`config.mk`:
```
export PLATFORM = sky130hd
export DESIGN_NAME = bcd_xs3_serial_conv
export DESIGN_NICKNAME = d
export VERILOG_FILES = /design/src/rtl/bcd_xs3_serial_conv.sv
export SDC_FILE = /design/constraint.sdc
export NUM_CORES = 1
export LEC_CHECK = 0
export CAP_MARGIN = 20
export CORE_UTILIZATION = 42
export CTS_CLUSTER_DIAMETER = 150
export DETAILED_ROUTE_END_ITERATION = 8
export GPL_ROUTABILITY_DRIVEN = 0
export PLACE_DENSITY = 0.78
export SLEW_MARGIN = 20
export SYNTH_ARGS = -nofsm -noshare
export SYNTH_HDL_FRONTEND = slang
export SYNTH_SLANG_ARGS = --single-unit
```
`constraint.sdc`:
```
create_clock -name clock -period 1.1 [get_ports clock]
set_input_delay 0.22 -clock clock [delete_from_list [all_inputs] [get_ports clock]]
set_output_delay 0.22 -clock clock [all_outputs]
set_load 0.005 [all_outputs]
```
`src/rtl/bcd_xs3_serial_conv.sv`:
```
// bcd_xs3_serial_conv
// Bit-serial BCD <-> excess-3 converter over a frame of DIGITS 4-bit digits.
// Data arrives LSB first, least-significant digit first. Each digit is converted
// independently (+3 in mode 0, -3 in mode 1) with zero-latency Mealy output.
//
// Ports:
//   clock      rising-edge clock
//   reset      synchronous active-high reset
//   start      one-cycle pulse, begins a frame when idle (latches mode)
//   mode       0 = BCD->XS-3, 1 = XS-3->BCD
//   X          serial input bit, in_valid qualifies it
//   S          converted bit, valid when out_valid
//   out_valid  in_valid gated by RUN
//   V          one-cycle pulse after each digit: carry-out (mode 0) / borrow-out (mode 1)
//   err        one-cycle pulse after each digit: invalid code for the mode
//   done       one-cycle pulse with the last digit's V/err
//   busy       high while RUN
// Optional (macro XS3_PAR_OUT_EN):
//   q_digit    last completed converted digit, parallel
//   q_valid    one-cycle pulse with V/err
module bcd_xs3_serial_conv #(
  parameter int unsigned DIGITS = 4
) (
  input  logic       clock,
  input  logic       reset,
  input  logic       start,
  input  logic       mode,
  input  logic       X,
  input  logic       in_valid,
  output logic       S,
  output logic       out_valid,
  output logic       V,
  output logic       err,
  output logic       done,
  output logic       busy
`ifdef XS3_PAR_OUT_EN
  ,
  output logic [3:0] q_digit,
  output logic       q_valid
`endif
);

  localparam int unsigned DW = (DIGITS > 1) ? $clog2(DIGITS) : 1;
  localparam logic [DW-1:0] LastDig = DW'(DIGITS - 1);

  typedef enum logic {StIdle, StRun} state_e;

  state_e          r_state, w_state_next;
  logic [1:0]      r_bit_cnt;
  logic [DW-1:0]   r_dig_cnt;
  logic            r_cy;
  logic            r_mode;
  logic [2:0]      r_shift;  // first three bits of the digit; X completes it at bit 3
  logic            r_v, r_err, r_done;

  logic            w_accept;
  logic            w_ck;
  logic            w_cy_next;
  logic            w_last_bit;
  logic            w_frame_end;
  logic [3:0]      w_digit;
  logic            w_err_next;

  assign w_accept    = (r_state == StRun) && in_valid;
  assign w_ck        = ~r_bit_cnt[1];  // constant 0011, LSB first
  assign w_last_bit  = (r_bit_cnt == 2'd3);
  assign w_frame_end = w_accept && w_last_bit && (r_dig_cnt == LastDig);
  assign w_digit     = {X, r_shift};

  always_comb begin
    if (r_mode == 1'b0) begin
      w_cy_next  = (X & w_ck) | (X & r_cy) | (w_ck & r_cy);
      w_err_next = (w_digit > 4'd9);
    end else begin
      w_cy_next  = (~X & (w_ck | r_cy)) | (w_ck & r_cy);
      w_err_next = (w_digit < 4'd3) || (w_digit > 4'd12);
    end
  end

  always_comb begin
    w_state_next = r_state;
    unique case (r_state)
      StIdle: if (start) w_state_next = StRun;
      StRun:  if (w_frame_end) w_state_next = StIdle;
      default: w_state_next = StIdle;
    endcase
  end

  assign S         = X ^ w_ck ^ r_cy;
  assign out_valid = w_accept;
  assign busy      = (r_state == StRun);
  assign V         = r_v;
  assign err       = r_err;
  assign done      = r_done;

  always_ff @(posedge clock) begin
    if (reset) begin
      r_state   <= StIdle;
      r_bit_cnt <= 2'd0;
      r_dig_cnt <= '0;
      r_cy      <= 1'b0;
      r_mode    <= 1'b0;
      r_shift   <= 3'd0;
      r_v       <= 1'b0;
      r_err     <= 1'b0;
      r_done    <= 1'b0;
    end else begin
      r_state <= w_state_next;
      r_v     <= 1'b0;
      r_err   <= 1'b0;
      r_done  <= 1'b0;
      if ((r_state == StIdle) && start) begin
        r_mode    <= mode;
        r_bit_cnt <= 2'd0;
        r_dig_cnt <= '0;
        r_cy      <= 1'b0;
      end else if (w_accept) begin
        r_bit_cnt <= r_bit_cnt + 2'd1;
        r_shift   <= w_digit[3:1];
        if (w_last_bit) begin
          // No inter-digit carry: each digit starts fresh.
          r_cy   <= 1'b0;
          r_v    <= w_cy_next;
          r_err  <= w_err_next;
          r_done <= w_frame_end;
          if (r_dig_cnt != LastDig) r_dig_cnt <= r_dig_cnt + 1'b1;
        end else begin
          r_cy <= w_cy_next;
        end
      end
    end
  end

`ifdef XS3_PAR_OUT_EN
  logic [2:0] r_s_shift;
  logic [3:0] r_q_digit;
  logic       r_q_valid;

  always_ff @(posedge clock) begin
    if (reset) begin
      r_s_shift <= 3'd0;
      r_q_digit <= 4'd0;
      r_q_valid <= 1'b0;
    end else begin
      r_q_valid <= 1'b0;
      if (w_accept) begin
        r_s_shift <= {S, r_s_shift[2:1]};
        if (w_last_bit) begin
          r_q_digit <= {S, r_s_shift};
          r_q_valid <= 1'b1;
        end
      end
    end
  end

  assign q_digit = r_q_digit;
  assign q_valid = r_q_valid;
`endif

endmodule

```
After elaboration in Yosys (flattened, before gate mapping)
Cells that the tools add are included.
{ "word_totals": {"register_bits": 13, "latchBits": 0, "ram_bits": 0, "mem_bits_ro": 0, "out_inout_bits": 6, "elab_cells": 48, "mem_count": 0} }
{ "op_classes": {"add_sub_neg": 2, "mul": 0, "div_mod_pow": 0, "order_cmp": 3, "n_eq_ne": 3, "n_shift": 0, "n_mux": 6, "bitwise_logic": 16, "n_reduce_logical": 9} }
{ "op_table": {"columns": ["op", "n"], "rows": [
  ["greater-than comparator 4 bit (second input constant)", 2],
  ["inverter 1 bit", 6],
  ["two-way mux 1 bit", 5],
  ["adder 2 x 1 -> 2 bit (second input constant)", 2],
  ["AND 1 bit", 4],
  ["== test 2 bit (second input constant)", 2],
  ["logical AND 1 bit", 4],
  ["less-than comparator 4 x 2 -> 1 bit (second input constant)", 1],
  ["OR 1 bit", 4],
  ["OR reduction 4 bit", 1],
  ["AND reduction 3 bit", 1],
  ["inequality test 2 bit (second input constant)", 1],
  ["case mux 1 bit (2 select lines)", 1],
  ["AND reduction 2 bit", 1],
  ["OR reduction 2 bit", 1],
  ["XOR 1 bit", 2],
  ["logical OR 1 bit", 1]
]} }

Logic depth before layout (Yosys ltp)
{ "depth": {"depth_word": 6, "mapped_depth": 5} }

Worst setup path before layout
Ideal clock, no wire load.
{ "synth_timing": {"path_type": "register -> register", "from": "register r_bit_cnt[1]", "to": "register r_cy", "t_arrival_ns": 0.932, "t_required_ns": 0.976, "setup_slack_ns": 0.044, "stages_incl_launch_ff": 6, "path_buffers": 0, "period_less_slack_ns": 1.056, "path_cell_list": "dfxtp_1 -> inv_1 -> ha_1 -> a21oi_1 -> o221a_1 -> o41ai_2"} }
{ "synth_between": {"elab_chain_len": 6, "elab_cells_between_ends": 11} }
{ "synth_rtl": {"columns": ["item", "line", "rtl"], "rows": [
  ["start, declared", "49", "logic [1:0] r_bit_cnt;"],
  ["start signal, assigned", "118", "r_bit_cnt <= r_bit_cnt + 2'd1;"],
  ["inverter 1 bit", "65", "assign w_ck = ~r_bit_cnt[1];"],
  ["AND 1 bit or OR 1 bit (tied branches)", "72, 75", null],
  ["OR 1 bit or AND 1 bit (tied branches)", "72, 75", null],
  ["OR 1 bit, on equally long branches", "72, 75", null],
  ["two-way mux 1 bit", "71", "if (r_mode == 1'b0) begin"],
  ["two-way mux 1 bit *", "120", "if (w_last_bit) begin"],
  ["end signal, assigned", "128", "r_cy <= w_cy_next;"],
  ["end, declared", "51", "logic r_cy;"]
]} }
Mark *: on every way between the ends. The rest lies on a longest branch, timed or not.
A chain may end at the register's enable or synchronous reset.

Final worst setup path
{ "layout_timing": {"from": "register r_bit_cnt[1]", "to": "output S"} }
{ "layout_between": {"elab_chain_len": 3} }
{ "layout_rtl": {"columns": ["item", "line", "rtl"], "rows": [
  ["inverter 1 bit", "65", null],
  ["XOR 1 bit (2 in a row)", "89", "assign S = X ^ w_ck ^ r_cy;"],
  ["end, declared", "30", "output logic S,"]
]} }
Every way passes these cells.

==> metrics.md <==
| Metric | Value |
|---|---|
| Status | finished, violations left |
| Failing checks | setup timing |
| Most used DFF post-synth | dfxtp_1 |
| Crit path kind | register to output pin |
| Die ar. | 0.00156 mm^2 |
| Worst hold start | X |
| CP arrival | 1180 ps |
| ANT cells | 0 |
| Area leader, netlist | dfxtp_1 |
| Pwr/cell area | 1050 mW/mm^2 |
| Mapped Area | 589 um^2 |
| Row cnt | 13 |
| Seq/Total Area, Yosys | 44.2% |
| Final setup violation count | 5 |
| Cell Int Power | 713 uW |
| Synth unique cells | 21 |
| Synth top area share | 44.2% |
| Drt drc | 0 |
| Setup TNS | -405 ps |
| Max Slew Vio Count | 0 |
| HP Class | input port to register |
| Area Overhead vs Synth | 53.3% |
| Max FO, Critical Path | 2 |
| Syn_nets | 73 |
| H-tree depth | 1 |
| Num CTS Buffers | 3 |
| Global route overflow | 0 |
| Largest net degree at the start of global routing | 8 |
| Asr flop ratio synth | 0% |
| Layout cells sized above 1 | 36.2% |
| Most Used Layer, Global Route | met2 |
| Setup crit start | r_bit_cnt[1]$_SDFFE_PP0P_ |
| Worst IR Drop VDD | 732 uV |
| 1st-iter DRT viols | 12 |
| Clk buf depth | 2 |
| Clock Skew | 1.21 ps |
| Min Hold Slack | 462 ps |
| Net Sw Frac | 25.0% |
| Routed wire per std cell | 11.7 um |
| Top Ports | 12 |
| Endpoints failing hold | 0 |
| Clk root buf | clkbuf_4 |
| Tot GR Track Use | 19.9% |
| Met3 global-route usage | 8.52% |
| Flops & latches, synth | 13 |
| RR Startpoint | r_bit_cnt[1]$_SDFFE_PP0P_ |
| Fin util | 69.4% |
| Logic pwr share | 16.4% |
| Clock network power share | 31.9% |
| R2R setup slack | -40 ps |
| Fin crit share | 127% |
| Clock Latency Late Sink | 290 ps |
| Drt total wl | 1.27 mm |
| Die Height | 39.5 um |
| Worst setup SP type | register |
| Worst-margin pin slew | 239 ps |
| Hold Buf Count CTS | 0 |
| Starting Density | 45.3% |
| Leak pwr | 0.000397 uW |
| Fill cell count | 109 |
| EDFF count, synth | 0 |
| CTS Sinks | 13 |
| RSZ-0062 raised after global routing | true |
| Vias in the first global route | 464 |
| Synth top area cells | dfxtp_1 44%, nand2_1 7.0%, a21oi_1 6.8% |
| WP data required | 880 ps |
| Maxcap violations | 0 |
| Nets | 104 |
| CTS tree | done |
| Synthesized instance count | 64 |
| Clock-pin slew on the worst setup and hold paths | 70 ps |
| Final ANT Viol Nets | 0 |
| Worst rel slew slack | 84.1% |
| NetSw | 238 uW |
| HPWL Detailed | 960 um |
| Initial antenna violation count | 0 |
| Die X | 39.5 um |
| Global-route wire length before repair | 1.96 mm |
| Top cells by count, synth | 13 x dfxtp_1, 11 x nand2_1, 8 x a21oi_1 |
| DR vias | 530 |
| Crit. End Element | output pin |
| Port buffer count | 11 |
| Mean post-synth cell area | 9.21 um^2 |
| Count leader, synth | dfxtp_1 |
| Via-per-instance ratio | 4.86 |
| CORE AREA | 0.00130 mm^2 |
| DP Worst Slack | -738 ps |
| Post-route setup slack | -302 ps |
| Synth warn | 0 |
| FMAX | 0.714 GHz |
| 1st-pass router iterations | 4 |
| Met1 Use GR | 25.0% |
| Min Tclk post-route | 1400 ps |
| Sequential power share | 51.6% |
| Met2 Use GR | 28.3% |
==> per-layer routing <==
metal,up-vias,wire [um]
met5,-,0
met4,0,29
met3,2,51
met2,10,628
met1,235,564
li1,283,-
==> placed cells by master (no fill, tap or decap), drive strengths merged <==
cell,Yosys,final
dfxtp,13,13
xor2,2,2
nand3,1,1
mux2i,2,2
or2b,1,1
clkbuf,0,4
buf,0,18
ha,3,3
dlygate4sd2,0,5
o41ai,1,1
o221a,1,1
clkdlybuf4s50,0,3
nor2b,1,1
nand4b,3,3
nand3b,1,1
a21oi,8,8
nor2,6,6
nand2b,4,4
and2b,1,1
inv,3,3
xnor2,1,1
nand2,11,11
a2111oi,1,1
==> registers in the layout, summed over array words and instances, names as in the netlist <==
signal     flops
done           1
busy           1
r_cy           1
r_bit_cnt      2
err            1
r_mode         1
r_dig_cnt      2
r_shift        3
V              1
==> cell families after synthesis <==
group | synth area share, %
flip-flops | 44.2
multiplexers | 3.40
AO/OA/AOI/OAI | 14.0
buffers and inverters | 1.91
adder cells (fa/ha/maj) | 6.37
XOR/XNOR | 4.46
AND/OR/NAND/NOR | 25.7
==> path summary, 6_finish.rpt <==
check | end | cells after the start
worst max-delay path | S | 4
worst min-delay path | err$_SDFF_PP0_ | 3
worst max register to register | r_dig_cnt[1]$_SDFFE_PP0P_ | 5
worst min register to register | r_shift[0]$_SDFFE_PP0P_ | 2
==> final cells by class <==
cell class | count | area, um^2 | share of cell area, %
Multi-Input combinational cell | 48 | 362 | 40.0
Inverter | 3 | 11.3 | 1.25
Tap cell | 15 | 18.8 | 2.08
Clock buffer | 4 | 26.3 | 2.91
Timing Repair Buffer | 26 | 221 | 24.5
Sequential cell | 13 | 264 | 29.2
==> through the flow <==
stage	total power (uW)	instances	cell area (um^2)
2_1_floorplan	554	64	589
5_1_grt	994	109	903
3_3_place_gp	636	103	816
3_5_place_dp	639	103	816
4_1_cts	952	109	886
6_report	950	109	903
==> worst max-delay path, cell delays in order, from the launching register on <==
cell	delay, ps
dfxtp_2	340
inv_2	40
ha_4	250
xor2_1	130
buf_2	130
==> power by group through the flow <==
stage / clock [uW] / sequential (uW) / combinational, uW
after floorplan: 0 / 501 / 53.1
after global placement: 0 / 499 / 137
after detailed placement: 0 / 499 / 140
after CTS: 317 / 490 / 146
after global routing: 332 / 492 / 170
final: 304 / 491 / 156
==> repair_timing <==
item                                    CTS  global route
pin swaps                                 5             3
endpoints found under the setup margin   12            12
gates resized for setup                  29             5
setup buffers                             2             2
No activity file was read; power rests on OpenSTA's default activity.
